<file path="src/rtl/dmem_requester_if.sv">
// dmem_requester_if: bundle of pipeline-side request/response signals and
// memory-side strobes for the data-memory requester.
//   master : view used by the requester (drives ready/stall/resp/err and the
//            memory strobes, address and write data; samples requests and
//            memory read data).
//   slave  : view used by the environment (pipeline + memory) that drives the
//            requests and mem_rdata_i.
// Signal names keep the _i/_o suffixes of the requester's port list so they
// read the same from both sides.
interface dmem_requester_if;
  logic        req_valid_i;
  logic        req_write_i;
  logic [31:0] req_addr_i;
  logic [31:0] req_wdata_i;
  logic        req_ready_o;
  logic        stall_o;
  logic        resp_valid_o;
  logic [31:0] resp_rdata_o;
  logic        err_o;
  logic        mem_write_o;
  logic        mem_read_o;
  logic [31:0] mem_addr_o;
  logic [31:0] mem_wdata_o;
  logic [31:0] mem_rdata_i;

  modport master (
    input  req_valid_i, req_write_i, req_addr_i, req_wdata_i, mem_rdata_i,
    output req_ready_o, stall_o, resp_valid_o, resp_rdata_o, err_o,
           mem_write_o, mem_read_o, mem_addr_o, mem_wdata_o
  );

  modport slave (
    output req_valid_i, req_write_i, req_addr_i, req_wdata_i, mem_rdata_i,
    input  req_ready_o, stall_o, resp_valid_o, resp_rdata_o, err_o,
           mem_write_o, mem_read_o, mem_addr_o, mem_wdata_o
  );
endinterface

</file>
<file path="src/rtl/dmem_requester.sv">
// dmem_requester: load/store initiator for the CPU MEM stage.
// Accepts one request per handshake, drives the memory strobes for one cycle
// (store) or MEM_LATENCY cycles (load), returns load data with a one-cycle
// resp_valid_o pulse and raises stall_o while a request waits on a busy unit.
// Ports:
//   clk_i  : clock, rising edge
//   rst_i  : asynchronous active-low reset
//   bus    : dmem_requester_if.master (pipeline request/response + memory side)
// Parameters:
//   MEM_LATENCY : cycles mem_read_o is held before mem_rdata_i is sampled (1..15)
//   ADDR_WORDS  : words in the attached memory (range check)
// Optional build macro:
//   MISALIGN_TRAP_EN : misaligned or out-of-range requests complete with err_o
//                      and never strobe memory; when undefined err_o is 0 and
//                      addr[1:0] is ignored.
module dmem_requester #(
  parameter int unsigned MEM_LATENCY = 1,
  parameter int unsigned ADDR_WORDS  = 8
) (
  input  logic               clk_i,
  input  logic               rst_i,
  dmem_requester_if.master   bus
);

  localparam logic [1:0] IDLE      = 2'd0;
  localparam logic [1:0] WRITE     = 2'd1;
  localparam logic [1:0] READ_WAIT = 2'd2;
  localparam logic [1:0] RESP      = 2'd3;

  localparam logic [3:0] LAT_LOAD = 4'(MEM_LATENCY);

  logic [1:0]  state;
  logic [3:0]  cnt;
  logic [31:0] addr_q;
  logic [31:0] wdata_q;
  logic [31:0] rdata_q;
  logic [31:0] word_idx;

  assign word_idx = {2'b00, bus.req_addr_i[31:2]};

`ifdef MISALIGN_TRAP_EN
  logic bad_req;
  logic err_q;
  assign bad_req = (bus.req_addr_i[1:0] != 2'b00) || (word_idx >= ADDR_WORDS);
`else
  // Byte offset and memory size only matter to the trap logic.
  logic [1:0] addr_lsb_unused;
  assign addr_lsb_unused = bus.req_addr_i[1:0];
  localparam int unsigned addr_words_unused = ADDR_WORDS;
`endif

  always_ff @(posedge clk_i or negedge rst_i) begin
    if (!rst_i) begin
      state   <= IDLE;
      cnt     <= 4'd0;
      addr_q  <= 32'd0;
      wdata_q <= 32'd0;
      rdata_q <= 32'd0;
`ifdef MISALIGN_TRAP_EN
      err_q   <= 1'b0;
`endif
    end else begin
      case (state)
        IDLE: begin
          if (bus.req_valid_i) begin
            addr_q  <= word_idx;
            wdata_q <= bus.req_wdata_i;
`ifdef MISALIGN_TRAP_EN
            err_q   <= 1'b0;
            // Trapped requests skip memory entirely and report in RESP.
            if (bad_req) begin
              state <= RESP;
              err_q <= 1'b1;
            end else
`endif
            if (bus.req_write_i) begin
              state <= WRITE;
            end else begin
              state <= READ_WAIT;
              cnt   <= LAT_LOAD;
            end
          end
        end
        WRITE: state <= IDLE;
        READ_WAIT: begin
          // cnt==1 marks the last strobe cycle: sample data on this edge.
          cnt <= cnt - 4'd1;
          if (cnt == 4'd1) begin
            rdata_q <= bus.mem_rdata_i;
            state   <= RESP;
          end
        end
        RESP: begin
          state <= IDLE;
`ifdef MISALIGN_TRAP_EN
          err_q <= 1'b0;
`endif
        end
        default: state <= IDLE;
      endcase
    end
  end

  assign bus.req_ready_o  = (state == IDLE);
  assign bus.stall_o      = bus.req_valid_i && (state != IDLE);
  assign bus.resp_valid_o = (state == WRITE) || (state == RESP);
  assign bus.resp_rdata_o = rdata_q;
  assign bus.mem_write_o  = (state == WRITE);
  assign bus.mem_read_o   = (state == READ_WAIT);
  assign bus.mem_addr_o   = addr_q;
  assign bus.mem_wdata_o  = (state == WRITE) ? wdata_q : 32'd0;

`ifdef MISALIGN_TRAP_EN
  assign bus.err_o = err_q && (state == RESP);
`else
  assign bus.err_o = 1'b0;
`endif

endmodule

</file>
<file path="src/flat_wrapper.sv">
// flat-port wrapper written by rule: the top's interface ports become plain ports
module dmem_requester_flat 
#(
  parameter int unsigned MEM_LATENCY = 1,
  parameter int unsigned ADDR_WORDS  = 8
)
  (clk_i, rst_i, bus_req_valid_i, bus_req_write_i, bus_req_addr_i, bus_req_wdata_i, bus_mem_rdata_i, bus_req_ready_o, bus_stall_o, bus_resp_valid_o, bus_resp_rdata_o, bus_err_o, bus_mem_write_o, bus_mem_read_o, bus_mem_addr_o, bus_mem_wdata_o);
  dmem_requester_if bus_i ();
  input  logic clk_i;
  input  logic rst_i;
  input wire logic [$bits(bus_i.req_valid_i)-1:0] bus_req_valid_i;
  input wire logic [$bits(bus_i.req_write_i)-1:0] bus_req_write_i;
  input wire logic [$bits(bus_i.req_addr_i)-1:0] bus_req_addr_i;
  input wire logic [$bits(bus_i.req_wdata_i)-1:0] bus_req_wdata_i;
  input wire logic [$bits(bus_i.mem_rdata_i)-1:0] bus_mem_rdata_i;
  output wire logic [$bits(bus_i.req_ready_o)-1:0] bus_req_ready_o;
  output wire logic [$bits(bus_i.stall_o)-1:0] bus_stall_o;
  output wire logic [$bits(bus_i.resp_valid_o)-1:0] bus_resp_valid_o;
  output wire logic [$bits(bus_i.resp_rdata_o)-1:0] bus_resp_rdata_o;
  output wire logic [$bits(bus_i.err_o)-1:0] bus_err_o;
  output wire logic [$bits(bus_i.mem_write_o)-1:0] bus_mem_write_o;
  output wire logic [$bits(bus_i.mem_read_o)-1:0] bus_mem_read_o;
  output wire logic [$bits(bus_i.mem_addr_o)-1:0] bus_mem_addr_o;
  output wire logic [$bits(bus_i.mem_wdata_o)-1:0] bus_mem_wdata_o;
  assign bus_i.req_valid_i = bus_req_valid_i;
  assign bus_i.req_write_i = bus_req_write_i;
  assign bus_i.req_addr_i = bus_req_addr_i;
  assign bus_i.req_wdata_i = bus_req_wdata_i;
  assign bus_i.mem_rdata_i = bus_mem_rdata_i;
  assign bus_req_ready_o = bus_i.req_ready_o;
  assign bus_stall_o = bus_i.stall_o;
  assign bus_resp_valid_o = bus_i.resp_valid_o;
  assign bus_resp_rdata_o = bus_i.resp_rdata_o;
  assign bus_err_o = bus_i.err_o;
  assign bus_mem_write_o = bus_i.mem_write_o;
  assign bus_mem_read_o = bus_i.mem_read_o;
  assign bus_mem_addr_o = bus_i.mem_addr_o;
  assign bus_mem_wdata_o = bus_i.mem_wdata_o;
  dmem_requester #(.MEM_LATENCY(MEM_LATENCY), .ADDR_WORDS(ADDR_WORDS)) u_core (.clk_i(clk_i), .rst_i(rst_i), .bus(bus_i));
endmodule
</file>
<file path="config.mk">
export PLATFORM = sky130hd
export DESIGN_NAME = dmem_requester_flat
export DESIGN_NICKNAME = d
export VERILOG_FILES = /design/src/rtl/dmem_requester_if.sv /design/src/rtl/dmem_requester.sv /design/src/flat_wrapper.sv
export SDC_FILE = /design/constraint.sdc
export NUM_CORES = 1
export LEC_CHECK = 0
export ABC_AREA = 1
export CORE_MARGIN = 2
export CORE_UTILIZATION = 41
export CTS_CLUSTER_SIZE = 28
export DETAILED_ROUTE_END_ITERATION = 7
export PLACE_DENSITY = 0.88
export SYNTH_ARGS = -nofsm -noshare
export SYNTH_HDL_FRONTEND = slang
export SYNTH_SLANG_ARGS = --single-unit
</file>
<file path="constraint.sdc">
create_clock -name clk_i -period 1.5 [get_ports clk_i]
set_input_delay 0.3 -clock clk_i [delete_from_list [all_inputs] [get_ports clk_i]]
set_output_delay 0.3 -clock clk_i [all_outputs]
set_load 0.1 [all_outputs]
</file>
Yosys cells after proc, flatten, opt, wreduce, memory -nomap -nowiden
Index checks and enable logic that the tools add are counted.

word-level totals
  register bits after elaboration = 100
  input bits = 100

cells by class
  add/subtract/negate cells = 1
  equal/unequal tests = 7
  mux-type cells = 8
  reduce and logical (&&, ||, !) cells = 10

operators with widths
  cell                                              count
  2-to-1 mux 32 bit                                 1
  2-to-1 mux 4 bit                                  2
  case mux 4 bit (2 select lines)                   1
  2-to-1 mux 2 bit                                  3
  case mux 2 bit (3 select lines)                   1
  AND reduction 2 bit                               3
  == test 2 bit, second input constant              2
  == test 4 x 1 -> 1 bit, second input constant     1
  != test 2 bit, second input constant              2
  nonzero test 2 bit                                2
  subtractor 4 x 1 -> 4 bit, second input constant  1
  AND reduction 3 bit                               1
  == test 2 x 1 -> 1 bit, second input constant     1
  logical NOT 2 bit                                 1
  != test 2 x 1 -> 1 bit, second input constant     1
  OR reduction 2 bit                                1
  logical AND 1 bit                                 1
  logical OR 1 bit                                  1

Longest topological paths before layout
Gate-level depths: netlist of the first run.

  word-level depth = 3
  depth in mapped cells = 6
  gate-level depth less buffers = 6

Worst setup path before layout of the first run
No wires, ideal clock.

  path type = register -> output
  start = reg u_core.state[0]
  end = out bus_mem_wdata_o[0]
  arrival = 3675 ps
  required time = 1200 ps
  path slack = -2475 ps
  stages on the path, launching flop included = 6
  buffers on the path = 1
  path through = dfrtp_1 inv_1 nor2_1 inv_1 buf_4 nor2_1

on the way
  word-level cells in the longest chain between the ends = 2

RTL lines
  item                       RTL line               text
  start, declared            dmem_requester.sv:32   logic [1:0] state;
  start signal, assigned     dmem_requester.sv:54   state <= IDLE;
  start signal, assigned     dmem_requester.sv:77   state <= WRITE;
  start signal, assigned     dmem_requester.sv:79   state <= READ_WAIT;
  == test 2 x 1 -> 1 bit     -
  named net bus_mem_write_o  flat_wrapper.sv:21     output wire logic [$bits(bus_i.mem_write_o)-1:0] bus_mem_write_o;
  2-to-1 mux 32 bit          dmem_requester.sv:111  assign bus.mem_wdata_o = (state == WRITE) ? wdata_q : 32'd0;
  end, declared              flat_wrapper.sv:24     output wire logic [$bits(bus_i.mem_wdata_o)-1:0] bus_mem_wdata_o;

The timed path passes the listed nets, and every way through them passes these cells.

Final worst setup path of the first run
  start = reg u_core.state[1]
  end = out bus_mem_wdata_o[27]

on the way
  word-level cells in the longest chain between the ends = 2

RTL lines
  item                    RTL line
  == test 2 x 1 -> 1 bit  dmem_requester.sv:111
  2-to-1 mux 32 bit       dmem_requester.sv:111

No other way between the ends.

==> results of run 1 <==
==> Yosys cell counts <==
cell type,n
buf_1,1
a21oi_1,33
inv_1,72
nand2_2,1
ha_1,2
o21ai_0,1
nand3_4,1
buf_2,10
conb_1,1
nor2_1,69
nand2_1,108
buf_4,4
nand3_1,34
nor2_4,2
dfrtp_1,100
inv_2,1
or2_2,2
o21ai_2,32
buf_6,9
clkbuf_1,5
==> metal layers <==
layer,up-vias,share of wire (%)
li1,1956,-
met1,2225,34
met2,245,54
met3,51,8.7
met4,0,3.2
met5,-,0
==> flip-flops by register name (all words and copies together), names as in the netlist <==
name,count
u_core.state,2
u_core.bus.mem_addr_o,30
u_core.cnt,4
u_core.bus.resp_rdata_o,32
u_core.wdata_q,32
==> stage by stage <==
| stage | setup TNS (ps) | cells | util, % | hold slack [ps] |
|---|---|---|---|---|
| final | -15070 | 866 | 85.6 | -15.2 |
| after floorplan | -29520 | 490 | - | 4.41 |
| after global routing | -21320 | 866 | 85.6 | 35.5 |
| after CTS | -10290 | 843 | 78.3 | 18.3 |
| after global placement | -36.0 | 817 | 75.3 | 401 |
| after detailed placement | -180 | 817 | 75.3 | 414 |
==> timing repair <==
action / in CTS / in global routing
setup buffers: 10 / 7
resized for setup: 14 / 90
endpoints found under the setup margin: 36 / 134
cloned: 0 / 20
hold buffers: 0 / 0
pin swaps: 4 / 4
==> final cells by class <==
class / count / area [sq um] / share of cell area (%)
tap: 136 / 170 / 1.92
inverter: 73 / 279 / 3.16
multi-input combinational: 289 / 1900 / 21.5
timing repair buffer: 252 / 3800 / 43.0
clock buffer: 10 / 138 / 1.56
clock inverter: 6 / 46.3 / 0.524
sequential: 100 / 2500 / 28.3
==> placed cells by master, fill, tap and decap left out, types with 2 or more instances in the layout <==
| master | netlist | routed |
|---|---|---|
| buf_6 | 9 | 17 |
| nor2_2 | 0 | 10 |
| o21ai_2 | 32 | 31 |
| nand3_1 | 34 | 34 |
| clkbuf_8 | 0 | 10 |
| inv_1 | 72 | 70 |
| dfrtp_1 | 100 | 99 |
| inv_6 | 0 | 4 |
| ha_1 | 2 | 2 |
| a21oi_1 | 33 | 21 |
| a21oi_2 | 0 | 12 |
| nand2_1 | 108 | 91 |
| or2_2 | 2 | 2 |
| clkbuf_16 | 0 | 13 |
| clkdlybuf4s50_1 | 0 | 95 |
| inv_2 | 1 | 2 |
| nor2_4 | 2 | 52 |
| nor2_1 | 69 | 9 |
| nand2_2 | 1 | 17 |
| buf_12 | 0 | 107 |
| buf_8 | 0 | 5 |
| conb_1 | 1 | 3 |
| buf_4 | 4 | 14 |
| clkinvlp_4 | 0 | 2 |
==> worst max-delay path by stage <==
stage                          from                   to  slack (ps)  cells after the start
detailed placement  bus_req_valid_i   u_core.wdata_q[25]         -50                      5
global route        u_core.state[1]   bus_mem_wdata_o[5]        -380                      5
floorplan           u_core.state[0]   bus_mem_wdata_o[0]        -650                      5
CTS                 u_core.state[0]  bus_mem_wdata_o[10]        -300                      6
finish              u_core.state[1]  bus_mem_wdata_o[27]        -310                      5
global placement    bus_req_valid_i          bus_stall_o         -40                      4
==> logic make-up (layout without fill, tap and decap cells) <==
kind of cell	after synthesis	after routing
and+or+nand+nor	217	218
buffers and inverters	102	341
DFF	100	100
AOI/OAI and AO/OA	66	66
adders and majority gates	2	2
other	1	3
==> qor.yml, run 1 <==
outcome:
  status: "complete, but fails checks"
  failed_checks: "negative hold slack, negative setup slack"
global_routing:
  grt_use_total_pct: 25.2
  grt_pass1_vias: 4472
  grt_max_degree: 101
  grtUsageMet2_pct: 47.3
  grt_overflow: 0
  grtUsageMet1_pct: 26.1
  antenna_found_initial: 0
  grt_pass1_wl_um: 22500
  grt.met3_usage_pct: 9.24
  top_usage_layer: "met2"
synth:
  yosys.area_share.simple_pct: 20.5
  seq_area_frac_synth_pct: 57.5
  synth_compound_area_share_pct: 10.3
  synthXorXnorAreaFrac_pct: 0
  syn_area_sq_mm: 0.00435
  synth_top_family_by_area: "simple AND/OR/NAND/NOR gates"
  syn_inst: 488
  synthMuxAreaShare_pct: 0
  yosys-top-cells-area: "dfrtp_1 57%, nand2_1 9.3%, o21ai_2 6.4%, inv_1 6.2%, nor2_1 5.9%"
  ys_warn_count: 0
  synth-adder-area-share_pct: 0.575
  synth_top_area_share_pct: 57.5
  synth-seq-cells: 100
  yosys.area.top_type: "dfrtp_1"
  syn_avg_cell_area_sq_um: 8.92
  synth.distinct_cells: 20
clock_network:
  clk_path_buf_depth: 2
  clock_latency_ps: 360
  clock_sinks: 100
  cts_tree: "yes"
  h-tree-depth: 3
  cts_inserted_buffers: 9
  cts-root-buf: "clkbuf_8"
  path_clk_slew_ps: 100
timing:
  slew_headroom_pct: 62.5
  timing.fmax_mhz: 552
  fin_ws_ps: -313
  period_needed_ps: 1810
  fin_crit_sh_pct: 121
  rsz0062_at_grt: "true"
  drv_slew: 0
  hold_slack_ps: -15.2
  tightest_slew_ps: 562
  final-setup-viol-count: 103
  final_hold_viol_count: 8
  fin_worst_skew_ps: 24.9
setup_path:
  critPathKind: "flop to primary output"
  path_cells: "nor2_4 > inv_6 > clkbuf_16 > nor2_4 > buf_12"
  worst_ep_required_time_ps: 1200
  startpoint_type: "flop"
  max_stage_delay_ps: 420
  cpMaxStageDelayCell: "dfrtp_1"
  timing.critical_path.fanout_max: 7
  ff2ff_path_depth: 11
  crit_family: "buffers and inverters"
  timing.rr.end: "u_core.bus.resp_rdata_o[5]"
  crit_buf_inv: 3
  reg2reg_from: "u_core.state[1]"
  critical_path.most_common_cell: "nor2_4"
  r2r_setup_slack_ps: -160
  critPathCaptureType: "primary output"
  critPathArrivalTime_ps: 1510
drt:
  route.detailed.drc: 0
  vias: 4477
  drtPass1Iterations: 8
  routed_via_density: 5.17
  wl_per_cell_um: 21.0
  drtIter0Drc: 271
  drt_wl_total_um: 18200
  antenna_left: 0
floorplan:
  core-area_sq_mm: 0.0103
  dieArea_sq_mm: 0.0115
  start_util_pct: 42.2
  die_height_um: 107
  io_pins: 202
  rows: 37
  die_w_um: 107
placement:
  io_buffers: 196
  place_hpwl_um: 10900
  placed_area_sq_mm: 0.00778
  place_congestion: 0.793
  post-place-ws_ps: -48.0
cells_and_area:
  final_area_sq_mm: 0.00884
  layout.nets: 827
  diodes: 0
  drive_gt1_share_pct: 41.6
  area_growth_pct: 103
  fillers: 468
job:
  cap_viol_max_count: 0
min_path:
  hold_class: "input port to asynchronous set/reset pin"
Power of run 1 is left out: the tool's default activity adds up to more than one toggle a clock period on the data nets, which glitch-free logic cannot reach.
==> run 2: changes to the inputs <==
--- a/config.mk
+++ b/config.mk
@@ -6,8 +6,10 @@
 export NUM_CORES = 1
 export LEC_CHECK = 0
 export ABC_AREA = 1
-export CORE_MARGIN = 2
-export CORE_UTILIZATION = 41
+export CELL_PAD_IN_SITES_DETAIL_PLACEMENT = 2
+export CELL_PAD_IN_SITES_GLOBAL_PLACEMENT = 2
+export CORE_MARGIN = 5
+export CORE_UTILIZATION = 23
 export CTS_CLUSTER_SIZE = 28
 export DETAILED_ROUTE_END_ITERATION = 7
 export PLACE_DENSITY = 0.88
==> constraint.sdc (replaced) <==
create_clock -name clk_i -period 2 [get_ports clk_i]
set_input_delay 0.4 -clock clk_i [delete_from_list [all_inputs] [get_ports clk_i]]
set_output_delay 0.4 -clock clk_i [all_outputs]
set_load 0.1 [all_outputs]
==> qor.yml, run 2 (same netlist as run 1, synthesis figures left out) <==
floorplan:
  start_util_pct: 23.3
  rows: 50
  die_w_um: 148
  core-area_sq_mm: 0.0186
  die_height_um: 148
  dieArea_sq_mm: 0.0218
  io_pins: 202
drt:
  routed_via_density: 4.26
  wl_per_cell_um: 16.7
  vias: 3961
  drtPass1Iterations: 4
  antenna_left: 0
  drtIter0Drc: 116
  route.detailed.drc: 0
  drt_wl_total_um: 15500
outcome:
  status: "finished, final reports clean"
global_routing:
  grt_overflow: 0
  grt_max_degree: 65
  antenna_found_initial: 1
  grt_pass1_vias: 4423
  grt_pass1_wl_um: 24700
  grt_use_total_pct: 14.5
placement:
  place_hpwl_um: 12000
  place_congestion: 0.729
  placed_area_sq_mm: 0.00708
  io_buffers: 196
clock_network:
  h-tree-depth: 3
  clock_latency_ps: 350
  clk_path_buf_depth: 2
  clock_sinks: 100
  cts_inserted_buffers: 9
  path_clk_slew_ps: 70
  cts_tree: "yes"
  cts-root-buf: "clkbuf_16"
timing:
  fin_worst_skew_ps: 5.18
  fin_crit_sh_pct: 95.6
  timing.fmax_mhz: 523
  fin_setup_tns_ps: 0
  rsz0062_at_grt: "false"
  drv_slew: 0
  final-setup-viol-count: 0
  final_hold_viol_count: 0
  period_needed_ps: 1910
setup_path:
  critPathKind: "flop to primary output"
  worstSetupEndpoint: "bus_mem_wdata_o[0]"
  startpoint: "u_core.state[1]"
  r2r_setup_slack_ps: 380
  ff2ff_path_depth: 8
  timing.critical_path.fanout_max: 10
  critPathCaptureType: "primary output"
  timing.rr.end: "u_core.cnt[3]"
  reg2reg_from: "u_core.state[0]"
  worst_ep_required_time_ps: 1600
  critPathArrivalTime_ps: 1510
  startpoint_type: "flop"
cells_and_area:
  final_cell_mix: "108 x nand2_1, 98 x dfrtp_1, 96 x clkdlybuf4s50_1, 78 x buf_4, 70 x inv_1"
  layout.nets: 792
  final_area_sq_mm: 0.00748
  area_growth_pct: 71.8
  final_common_cell: "nand2_1"
  drive_gt1_share_pct: 30.6
min_path:
  hold_class: "flop to flop"
job:
  cap_viol_max_count: 0
==> run 2: cell type report <==
type | instances | area [sq um]
diodes | 1 | 2.50
clock buffers | 10 | 229
clock inverters | 6 | 111
fillers | 1985 | 11200
inverters | 73 | 279
multi-input cells | 288 | 1640
flip-flops and latches | 100 | 2500
well taps | 234 | 293
repair buffers | 218 | 2420
==> run 2: layer usage <==
| layer | wire length, um | global-route usage (%) | vias to the layer above |
|---|---|---|---|
| met5 | 0 | 0 | - |
| met4 | 233 | 5.41 | 0 |
| met3 | 776 | 3.25 | 11 |
| met2 | 8200 | 25.7 | 115 |
| met1 | 6270 | 17.1 | 1952 |
| li1 | - | - | 1883 |
==> run 2: repair_timing <==
action	4_1_cts	5_1_grt
hold buffers	1	0
pin swaps	1	2
endpoints found under the setup margin	27	28
endpoints found under the hold margin	22	0
gates resized for setup	2	0
buffers inserted	2	4
==> run 2: through the flow <==
step	worst slack, ps	hold WS, ps	util (%)	cells
2_1_floorplan	-249	104	-	490
3_3_place_gp	217	328	38.0	906
3_5_place_dp	193	335	38.0	906
4_1_cts	5.13	480	39.9	925
5_1_grt	2.41	511	40.1	930
6_report	87.5	475	40.1	930
==> run 2: worst min-delay path by stage <==
stage | slack [ps] | cells after the start | endpoint | from
final | 470 | 2 | u_core.bus.mem_addr_o[24] | u_core.bus.mem_addr_o[24]
after CTS | 480 | 2 | u_core.bus.mem_addr_o[29] | u_core.bus.mem_addr_o[29]
after global routing | 510 | 2 | u_core.bus.mem_addr_o[14] | u_core.bus.mem_addr_o[14]
after detailed placement | 330 | 1 | u_core.wdata_q[11] | rst_i
after floorplan | 100 | 0 | u_core.bus.mem_addr_o[0] | rst_i
after global placement | 330 | 1 | u_core.wdata_q[14] | rst_i
==> run 2: critical path, cell delays in order, from the launching register on <==
cell	delay, ps
dfrtp_2	440
nor2_4	140
inv_6	100
buf_12	170
nor2_4	130
buf_12	180
Power of run 2 is left out for the same reason.
